**src/rtl/prim_fifo_sync_wm.sv**
```systemverilog
// Single-clock FIFO with phase-bit pointers (any Depth), optional same-cycle
// pass-through when empty, synchronous clear, occupancy output and sticky error.
// Optional watermark outputs are built when PRIM_FIFO_WATERMARK_EN is defined.
module prim_fifo_sync_wm #(
   parameter int unsigned Width  = 16,
   parameter int unsigned Depth  = 4,
   parameter bit          Pass   = 1'b1,
   parameter int unsigned DepthW = $clog2(Depth + 1)
) (
   input  logic              clk_i,
   input  logic              rst_ni,
   input  logic              clr_i,
   input  logic              wvalid_i,
   output logic              wready_o,
   input  logic [Width-1:0]  wdata_i,
   output logic              rvalid_o,
   input  logic              rready_i,
   output logic [Width-1:0]  rdata_o,
   output logic [DepthW-1:0] depth_o,
   output logic              err_o
`ifdef PRIM_FIFO_WATERMARK_EN
   ,
   input  logic [DepthW-1:0] wm_hi_i,
   input  logic [DepthW-1:0] wm_lo_i,
   output logic              afull_o,
   output logic              aempty_o
`endif
);

   localparam int unsigned PtrvW = (Depth > 1) ? $clog2(Depth) : 1;
   // Two spare bits so a corrupted pointer pair shows up as depth > Depth.
   localparam int unsigned CalcW = PtrvW + 2;
   localparam logic [PtrvW-1:0] MaxV   = PtrvW'(Depth - 1);
   localparam logic [CalcW-1:0] DepthC = CalcW'(Depth);

   logic [Width-1:0] mem_q [Depth];
   logic [PtrvW:0]   wptr_q, wptr_d, rptr_q, rptr_d;
   logic             err_q, err_d;
   logic             full, empty, pass_thru, wr_en, rd_en;
   logic [CalcW-1:0] depth_cur;

   // Pointer step: value wraps at Depth-1 and the phase bit toggles on wrap.
   function automatic logic [PtrvW:0] ptr_inc(input logic [PtrvW:0] p);
      logic [PtrvW:0] r;
      if (p[PtrvW-1:0] == MaxV) r = {~p[PtrvW], {PtrvW{1'b0}}};
      else                      r = {p[PtrvW], p[PtrvW-1:0] + 1'b1};
      return r;
   endfunction

   // Occupancy from a pointer pair.
   function automatic logic [CalcW-1:0] depth_f(input logic [PtrvW:0] wp,
                                                input logic [PtrvW:0] rp);
      logic [CalcW-1:0] wv, rv, r;
      wv = CalcW'(wp[PtrvW-1:0]);
      rv = CalcW'(rp[PtrvW-1:0]);
      if (wv == rv && wp[PtrvW] != rp[PtrvW]) r = DepthC;
      else if (wp[PtrvW] == rp[PtrvW])        r = wv - rv;
      else                                    r = DepthC - rv + wv;
      return r;
   endfunction

   assign full      = (wptr_q[PtrvW-1:0] == rptr_q[PtrvW-1:0]) && (wptr_q[PtrvW] != rptr_q[PtrvW]);
   assign empty     = (wptr_q == rptr_q);
   assign pass_thru = Pass && empty && wvalid_i && rready_i;
   assign wr_en     = wvalid_i && !full && !pass_thru && !clr_i;
   assign rd_en     = rready_i && !empty && !clr_i;
   assign depth_cur = depth_f(wptr_q, rptr_q);

   assign wready_o = !full;
   assign rvalid_o = !empty || (Pass && wvalid_i);
   assign rdata_o  = (Pass && empty) ? wdata_i : mem_q[rptr_q[PtrvW-1:0]];
   assign depth_o  = depth_cur[DepthW-1:0];
   assign err_o    = err_q;

   // Next pointers and sticky error; clear overrides any same-cycle transfer.
   always_comb begin
      wptr_d = wptr_q;
      rptr_d = rptr_q;
      if (clr_i) begin
         wptr_d = '0;
         rptr_d = '0;
      end else begin
         if (wr_en) wptr_d = ptr_inc(wptr_q);
         if (rd_en) rptr_d = ptr_inc(rptr_q);
      end
      err_d = err_q || (wvalid_i && full && !clr_i) || (depth_cur > DepthC);
   end

   // Pointer and error state.
   always_ff @(posedge clk_i or negedge rst_ni) begin
      if (!rst_ni) begin
         wptr_q <= '0;
         rptr_q <= '0;
         err_q  <= 1'b0;
      end else begin
         wptr_q <= wptr_d;
         rptr_q <= rptr_d;
         err_q  <= err_d;
      end
   end

   // Storage is deliberately not reset.
   always_ff @(posedge clk_i) begin
      if (wr_en) mem_q[wptr_q[PtrvW-1:0]] <= wdata_i;
   end

`ifdef PRIM_FIFO_WATERMARK_EN
   logic             afull_q, aempty_q;
   logic [CalcW-1:0] depth_nxt;

   assign depth_nxt = depth_f(wptr_d, rptr_d);
   assign afull_o   = afull_q;
   assign aempty_o  = aempty_q;

   // Watermarks registered from next-state depth so they line up with depth_o.
   always_ff @(posedge clk_i or negedge rst_ni) begin
      if (!rst_ni) begin
         afull_q  <= 1'b0;
         aempty_q <= 1'b1;
      end else if (clr_i) begin
         afull_q  <= 1'b0;
         aempty_q <= 1'b1;
      end else begin
         afull_q  <= (depth_nxt >= CalcW'(wm_hi_i));
         aempty_q <= (depth_nxt <= CalcW'(wm_lo_i));
      end
   end
`endif

endmodule

```
**config.mk**
```make
export PLATFORM = sky130hd
export DESIGN_NAME = prim_fifo_sync_wm
export DESIGN_NICKNAME = d
export VERILOG_FILES = /design/src/rtl/prim_fifo_sync_wm.sv
export SDC_FILE = /design/constraint.sdc
export NUM_CORES = 1
export LEC_CHECK = 0
export CORE_MARGIN = 5
export CORE_UTILIZATION = 50
export CTS_CLUSTER_SIZE = 28
export DETAILED_ROUTE_END_ITERATION = 10
export PLACE_DENSITY = 0.71
export SYNTH_ARGS = -nofsm -noshare
export SYNTH_HDL_FRONTEND = slang
export SYNTH_SLANG_ARGS = --single-unit
```
**constraint.sdc**
```tcl
create_clock -name clk_i -period 6.2 [get_ports clk_i]
set_clock_uncertainty 0.2 [all_clocks]
set_input_delay 1.24 -clock clk_i [delete_from_list [all_inputs] [get_ports clk_i]]
set_output_delay 1.24 -clock clk_i [all_outputs]
set_load 0.1 [all_outputs]
```
# Word level (Yosys, flattened, before mapping)
# Memories as Yosys holds them, arrays and structs flattened.
# Index checks and enable logic that the tools add are counted.
totals:
  register_bits: 7
  latch_bits: 0
  ram_bits: 64
  rom_bits: 0
  input_bits: 21
  output_inout_bits: 22
  wordCells: 54
  n_memories: 1
memory_table:
  columns: ["name", "depth", "width", "rd", "rd_ports_with_merged_regs", "wr", "line", "rtl"]
  rows:
  - ["mem_q", 4, 16, 1, 0, 1, "36", "logic [Width-1:0] mem_q [Depth];"]
classes:
  add_sub_neg: 5
  mul: 0
  n_div: 0
  n_lt_le_gt_ge: 1
  n_eq_ne: 6
  shift: 0
  mux: 11
  n_bitwise: 2
  n_reduce_logical: 23
op_table:
  columns: ["cell", "count"]
  rows:
  - ["3-bit 2-to-1 mux", 6]
  - ["16-bit 2-to-1 mux", 1]
  - ["1-bit logical AND", 10]
  - ["4-bit 2-to-1 mux", 2]
  - ["2-bit nonzero test", 4]
  - ["2-bit by 1-bit adder with 2-bit output (second input constant)", 2]
  - ["4-bit by 2-bit adder with 4-bit output", 1]
  - ["2-bit == test (second input constant)", 2]
  - ["4-bit by 3-bit > comparator with 1-bit output (second input constant)", 1]
  - ["1-bit zero test", 4]
  - ["2-bit AND reduction", 2]
  - ["3-bit by 2-bit subtractor with 4-bit output (first input constant)", 1]
  - ["3-bit == test", 1]
  - ["1-bit logical OR", 3]
  - ["2-bit by 2-bit subtractor with 3-bit output", 1]
  - ["2-bit == test", 1]
  - ["1-bit 2-to-1 mux", 2]
  - ["1-bit inverter", 2]
  - ["1-bit == test", 1]
  - ["1-bit != test", 1]

# Longest topological paths before layout
# Gate-level depths: netlist of the first run.
logic_depth:
  word_depth: 8
  ltp_mapped: 8
  ltp_nobuf: 8

# Worst setup path before layout of the first run
# No wires, ideal clock.
synth_path:
  path_type: "register -> output"
  start: "register rptr_q[1]"
  end: "output depth_o[1]"
  arrival_time_ps: 2875
  required_time_ps: 4760
  setup_slack_ps: 1885
  stages_incl_launch_ff: 7
  path_buffers: 2
  cell_sequence: "dfrtp_1 -> buf_2 -> buf_1 -> inv_1 -> ha_1 -> nand3_1 -> and2_1"
synth_between:
  elab_chain_cells: 4
  word_cells_on_any_way: 7
  classes_between: "add/sub (3); eq/ne (1); mux (2); reduce/logical (1)"
synth_rtl:
  columns: ["element", "line", "rtl"]
  rows:
  - ["start, declared", "37", "logic [PtrvW:0] wptr_q, wptr_d, rptr_q, rptr_d;"]
  - ["start signal, assigned", "97", "rptr_q <= rptr_d;"]
  - ["3-bit by 2-bit subtractor with 4-bit output", "58", "else r = DepthC - rv + wv;"]
  - ["4-bit by 2-bit adder with 4-bit output", "58", null]
  - ["4-bit 2-to-1 mux", "57", "else if (wp[PtrvW] == rp[PtrvW]) r = wv - rv;"]
  - ["4-bit 2-to-1 mux *", "56", "if (wv == rv && wp[PtrvW] != rp[PtrvW]) r = DepthC;"]
  - ["end, declared", "19", "output logic [DepthW-1:0] depth_o,"]
# Every way passes the cells marked *; elsewhere a longest branch is shown, timed or not.

# Worst setup path after layout of the first run
layout_path:
  start: "register wptr_q[0]"
  end: "output rdata_o[4]"
layout_between:
  elab_chain_cells: 2
layout_rtl:
  columns: ["element", "line", "rtl"]
  rows:
  - ["start, declared", "37", null]
  - ["start signal, assigned", "96", "wptr_q <= wptr_d;"]
  - ["3-bit == test", "63", "assign empty = (wptr_q == rptr_q);"]
  - ["16-bit 2-to-1 mux", "71", "assign rdata_o = (Pass && empty) ? wdata_i : mem_q[rptr_q[PtrvW-1:0]];"]
  - ["end, declared", "18", "output logic [Width-1:0] rdata_o,"]
# No other way between the ends.

==> metrics.md, run 1 <==
| Metric | Value |
|---|---|
| Post-Route WL | 5.90 mm |
| Largest family of logic cells by synthesized area | multiplexers |
| Root buf cell | clkbuf_8 |
| Hold crit path type | reg -> reg |
| IO Port Bufs | 42 |
| Worst Hold Path Cells | 1 |
| Xor/xnor cell area share of the yosys netlist | 1.93% |
| Crit path required time | 4.76 ns |
| Yosys cell types | 28 |
| First-pass GRT wire length | 9.57 mm |
| R2R depth | 6 |
| Vias per cell | 5.50 |
| Htree depth | 3 |
| Antenna cells | 0 |
| Critical-path maximum fanout | 17 |
| Max-cap viol count | 0 |
| Period utilization | 76.4% |
| Wire length on met3 | 218 um |
| Adder-Cell Fraction of Synth Area | 3.46% |
| Total CTS buffers | 9 |
| Share of layout cells above drive strength 1 | 16.8% |
| Mean post-synth cell area | 19.4 um2 |
| I/O pin total | 43 |
| Setup TNS | 0 ns |
| Global placement routability congestion | 0.884 |
| Number of global-route vias before repair | 1801 |
| Synth Instances | 160 |
| Fmax | 211 MHz |
| Ys Warns | 0 |
| Initial antenna violation count | 0 |
| Final Slew Violations | 0 |
| Tot GR Track Use | 17.0% |
| Area delta synth->final | 22.4% |
| Initial core utilization | 51.9% |
| Status | finished clean |
| CTS tree | done |
| Grt ovf | 0 |
| Critical path data arrival time | 3.30 ns |
| Met2 wire len | 3.08 mm |
| PostCTS Resize Cnt | 0 |
| Top cell type's share of synthesized area | 61.8% |
| Layout Nets | 238 |
| WL per Instance | 20.4 um |
| CTS clk-pin slew, worst paths | 0.07 ns |
| Register area share after synthesis | 67.4% |
| Met1 Routed Length | 2.53 mm |
| Hold buffers post-CTS | 0 |
| Unrepaired setup endpoints after global routing | no |
| Worst setup SP type | register |
| Largest cells by area after synthesis | edfxtp_1, mux4_1, mux2_2 |
| Clock sinks | 71 |
| Worst skew pair latency | 0.33 ns |
| Dpl hpwl | 3.85 mm |
| Final setup fails | 0 |
| Synth Area in Compound Gates | 1.85% |
| Net Count, Synth | 189 |
| Min Tclk post-route | 4.74 ns |
| Initial drt markers | 106 |
| Area of the die | 7900 um2 |
| Die X | 88.9 um |
| CTS Buffer Depth | 2 |
| Multiplexer share of the synthesized area | 19.7% |
| # DRC | 0 |
| First drt pass iteration count | 4 |
| WS Path Type | reg -> out |
| Core Footprint | 5990 um2 |
| Worst-Margin Slew | 0.982 ns |
| Routed Antenna Nets | 0 |
| Final hold viol count | 0 |
| Register bit count reported by yosys | 71 |
| Largest net degree at the start of global routing | 19 |
| Worst Setup End Kind | output port |
| Rel. slew slack | 34.3% |
| Via count | 1589 |
| Row count | 28 |
| Uppermost layer routed | met4 |
| Post-Syn Area | 3110 um2 |
| Die Height | 88.9 um |
| Post-CTS Setup Repair Bufs | 0 |
| Simple-gate share of the synthesized area | 3.46% |
| Area leader, netlist | edfxtp_1 |
[flip-flops by register name, indices dropped and copies added (netlist names)]
signal and count:
rptr_q 3, err_o 1, wptr_q 3, mem_q 64
[layout by cell type (no fill, tap or decap), types with 2 or more instances in the layout]
cell type,netlist,routed
and2_1,6,6
buf_4,0,2
bufinv_16,0,2
clkbuf_8,0,9
clkdlybuf4s50_1,0,42
dfrtp_1,7,7
edfxtp_1,64,64
ha_1,7,7
inv_1,6,6
mux2_2,16,16
mux2i_1,2,2
mux4_1,14,14
mux4_2,2,2
nand2_1,4,4
nor2_1,7,7
nor2b_1,2,2
o21ai_0,2,2
xnor2_1,2,2
xor2_1,3,3
[critical path, stage by stage, from the launching register on]
cell and delay, ns:
dfrtp_1 0.38, inv_1 0.12, ha_1 0.35, nand2_1 0.19
nor2_4 0.53, mux2_2 0.26, clkdlybuf4s50_1 1.13
[routing by layer]
metal  track usage (%)  vias to the layer above
met2              28.2                       32
met5                 0                        -
li1                  -                      737
met4              5.36                        0
met1              21.5                      814
met3              5.44                        6
[area by class of cell]
cell class	count	area [um2]
fillers	429	2180
flip-flops and latches	71	2100
multi-input cells	77	946
repair buffers	44	435
clock buffers	10	128
well taps	75	93.8
clock inverters	6	85.1
inverters	6	22.5
[kinds of logic (layout without fill, tap and decap cells)]
family                   Yosys count  after routing
XOR/XNOR                           6              6
flip-flops                        71             71
AND/OR/NAND/NOR                   21             21
adder cells (fa/ha/maj)            8              8
multiplexers                      34             34
buffers and inverters             12             66
AO/OA/AOI/OAI                      8              8
[synthesized netlist by cell type (all sizes together)]
cell type / count
a21o: 1
a22oi: 1
a32oi: 1
and2: 6
buf: 6
dfrtp: 7
edfxtp: 64
fa: 1
ha: 7
inv: 6
mux2: 16
mux2i: 2
mux4: 16
nand2: 4
nand3: 1
nor2: 8
nor2b: 2
o211ai: 1
o21a: 1
o21ai: 2
o311ai: 1
xnor2: 2
xor2: 4
[worst paths after layout]
check	startpoint	end	slack [ns]
max	wptr_q[0]$_DFFE_PN0P_	rdata_o[4]	1.46
min	err_o$_DFF_PN0_	err_o$_DFF_PN0_	0.28
max reg2reg	wptr_q[0]$_DFFE_PN0P_	mem_q[2][5]$_DFFE_PP_	3.33
min reg2reg	err_o$_DFF_PN0_	err_o$_DFF_PN0_	0.28
max in group asynchronous	rst_ni	rptr_q[1]$_DFFE_PN0P_	4.57
min in group asynchronous	rst_ni	err_o$_DFF_PN0_	0.97
[through the flow]
step / cells / utilization, % / setup WS (ns) / cell area (um2) / hold slack [ns]
final: 289 / 63.6 / 1.46 / 3810 / 0.285
after global routing: 289 / 63.6 / 1.28 / 3810 / 0.295
after CTS: 289 / 63.6 / 1.43 / 3810 / 0.276
after detailed placement: 273 / 60.0 / 1.63 / 3590 / 0.255
after global placement: 273 / 60.0 / 1.68 / 3590 / 0.243
after floorplan: 160 / - / 1.89 / 3110 / 0.390
Power of run 1 is left out: the tool's default activity adds up to more than one toggle a clock period on the data nets, which glitch-free logic cannot reach.
==> run 2, diff against run 1 <==
- CORE_UTILIZATION: 50 -> 49
- PLACE_DENSITY: 0.71 -> 0.72
- clock period: 6.2 -> 4 ns (I/O delays scaled with it)
==> run 2 against run 1 <==
Via count grew 2.1%. Critical path type unchanged. Critical endpoint is now rdata_o[9]. Flip-flop and latch count stayed put. Wire length decreased by 1.7%. Global-route usage is 1.4 points lower. Sequential share of layout area decreased by 1.9 points. Register-to-register slack worse by 2.1 ns. Worst setup slack worse by 0.95 ns. Critical path depth unchanged. Core utilization fell by 0.73 points. Highest routed layer unchanged. Non-clock buffer count is 3 higher. Clock-buffer cell count down 1.
==> metrics.md, run 2 (synthesis gave the netlist of run 1 again) <==
| Metric | Value |
|---|---|
| # DRC | 0 (unchanged) |
| Worst Setup End Kind | output port (unchanged) |
| Final setup fails | 0 (unchanged) |
| First drt pass iteration count | 4 (unchanged) |
| Worst path depth | 6 (unchanged) |
| Grt ovf | 0 (unchanged) |
| Hold buffers post-CTS | 0 (unchanged) |
| Dpl hpwl | 3.96 mm (was 3.85 mm) |
| Final Slew Violations | 0 (unchanged) |
| Period utilization | 87.1% |
| Total CTS buffers | 9 (unchanged) |
| Share of layout cells above drive strength 1 | 27.0% (was 16.8%) |
| Row count | 29 (was 28) |
| Area of the die | 8040 um2 (was 7900 um2) |
| Critical-path maximum fanout | 17 (unchanged) |
| Hold crit path type | reg -> reg (unchanged) |
| Cell Chain, Critical Path | inv_1, ha_1, nand2_1, nor2_4, mux2_2, buf_12 (was inv_1, ha_1, nand2_1, nor2_4, mux2_2, clkdlybuf4s50_1) |
| Initial antenna violation count | 0 (unchanged) |
| Via count | 1623 (was 1589) |
| CTS clk-pin slew, worst paths | 0.07 ns (about the same) |
| WHS | 0.268 ns (was 0.285 ns) |
| Multi-input combinational cell area | 946 um2 (unchanged) |
| CTS tree | done (unchanged) |
| Antenna cells | 0 (unchanged) |
| Die X | 89.7 um (was 88.9 um) |
| Number of fill cells | 446 (was 429) |
| Min Tclk post-route | 3.49 ns |
| Register area | 2100 um2 (unchanged) |
| Hold Path Sink | err_o$_DFF_PN0_ (unchanged) |
| Crit path required time | 3.00 ns (was 4.76 ns) |
| Root buf cell | clkbuf_8 (unchanged) |
| Post-Route WL | 5.80 mm (was 5.90 mm) |
| Largest register FFs | 64 (unchanged) |
| WL per Instance | 19.8 um (was 20.4 um) |
| Dpl cells | 278 (was 273) |
| Initial core utilization | 49.6% (was 51.9%) |
| Most frequent cells in the layout | edfxtp_1, clkdlybuf4s50_1, buf_12 (was edfxtp_1, clkdlybuf4s50_1, mux2_2) |
| Vias per cell | 5.56 (was 5.50) |
| Worst Hold Path Cells | 1 (unchanged) |
| Post-CTS Setup Repair Bufs | 0 (unchanged) |
| Crit path largest cell delay | 0.52 ns (was 1.13 ns) |
| Unrepaired setup endpoints after global routing | no (unchanged) |
| Hold Crit Start | err_o$_DFF_PN0_ (unchanged) |
| Worst-Margin Slew | 0.973 ns (was 0.982 ns) |
| Area delta synth->final | 26.7% (was 22.4%) |
| Fmax | 287 MHz |
| Die Height | 89.7 um (was 88.9 um) |
| Global placement routability congestion | 0.881 (was 0.884) |
| RR Startpoint | wptr_q[0]$_DFFE_PN0P_ (unchanged) |
| Critical path data arrival time | 2.49 ns (was 3.30 ns) |
| Non-Filler Instances | 292 (was 289) |
| Crit-path leading delay family | simple AND/OR/NAND/NOR gates (was buffers and inverters) |
| Setup TNS | 0 ns (unchanged) |
| Initial drt markers | 65 (was 106) |
| PostCTS Resize Cnt | 0 (unchanged) |
| Tot GR Track Use | 15.6% (was 17.0%) |
| Status | finished clean (unchanged) |
| WS Path Type | reg -> out (unchanged) |
| Slowest CP cell | nor2_4 (was clkdlybuf4s50_1) |
| Routed Antenna Nets | 0 (unchanged) |
| IO Port Bufs | 42 (unchanged) |
| Worst skew pair latency | 0.33 ns (about the same) |
| Htree depth | 3 (unchanged) |
| I/O pin total | 43 (unchanged) |
| Clock sinks | 71 (unchanged) |
| R2r setup slk | 1.22 ns (was 3.33 ns) |
| Final hold viol count | 0 (unchanged) |
| Largest net degree at the start of global routing | 19 (unchanged) |
| Final worst setup slack | 0.515 ns (was 1.46 ns) |
| Core Footprint | 6280 um2 (was 5990 um2) |
| Max-cap viol count | 0 (unchanged) |
| Reg-to-Reg End | mem_q[3][10]$_DFFE_PP_ (was mem_q[2][5]$_DFFE_PP_) |
| Layout Nets | 241 (was 238) |
| R2R depth | 6 (unchanged) |
| Rel. slew slack | 35.0% (was 34.3%) |
| Commonest non-fill, non-tap cell in the layout | edfxtp_1 (unchanged) |
| Buf+Inv Stages, Crit Path | 2 (unchanged) |
| Pre-CTS WS | 0.793 ns (was 1.63 ns) |
| First-pass GRT wire length | 9.00 mm (was 9.57 mm) |
| Worst setup SP type | register (unchanged) |
| CTS Buffer Depth | 2 (unchanged) |
| Number of global-route vias before repair | 1809 (was 1801) |
run 2: layout make-up:
class	count	area share, %
sequential	71	53.2
multi-input combinational	77	24.0
timing repair buffer	47	16.0
clock buffer	9	3.14
tap	77	2.44
clock inverter	5	0.698
inverter	6	0.571
run 2: worst register-to-register path: stages (launching register included):
cell,delay [ns]
dfrtp_1,0.39
inv_1,0.12
ha_1,0.34
nand2_1,0.22
a22oi_1,0.21
nor2_1,0.21
and2_1,0.71
run 2: routing by layer:
layer,track usage [%],share of wire [%]
met2,26.9,53
met3,3.38,4.0
met1,18.6,41
met4,7.44,1.8
met5,0,0
run 2: worst max-delay path by stage:
stage	startpoint	end	slack [ns]
after floorplan	rptr_q[1]$_DFFE_PN0P_	depth_o[1]	0.13
final	wptr_q[0]$_DFFE_PN0P_	rdata_o[9]	0.51
after CTS	wptr_q[0]$_DFFE_PN0P_	rdata_o[9]	0.48
after global placement	wptr_q[1]$_DFFE_PN0P_	rdata_o[3]	0.93
after detailed placement	wvalid_i	mem_q[3][12]$_DFFE_PP_	0.79
after global routing	wptr_q[0]$_DFFE_PN0P_	rdata_o[3]	0.37
run 2: per-stage QoR:
| step | util [%] | area, um2 |
|---|---|---|
| CTS | 62.8 | 3940 |
| finish | 62.8 | 3940 |
| detailed placement | 60.4 | 3790 |
| global placement | 60.4 | 3790 |
| global route | 62.8 | 3940 |
| floorplan | - | 3110 |
Power of run 2 is left out for the same reason.
==> run 3, diff against run 2 <==
- GPL_ROUTABILITY_DRIVEN: default -> 0
==> results of run 3 <==
No change in the layout: final DEF, timing and power equal those of run 2.
Power of run 3 is left out for the same reason.
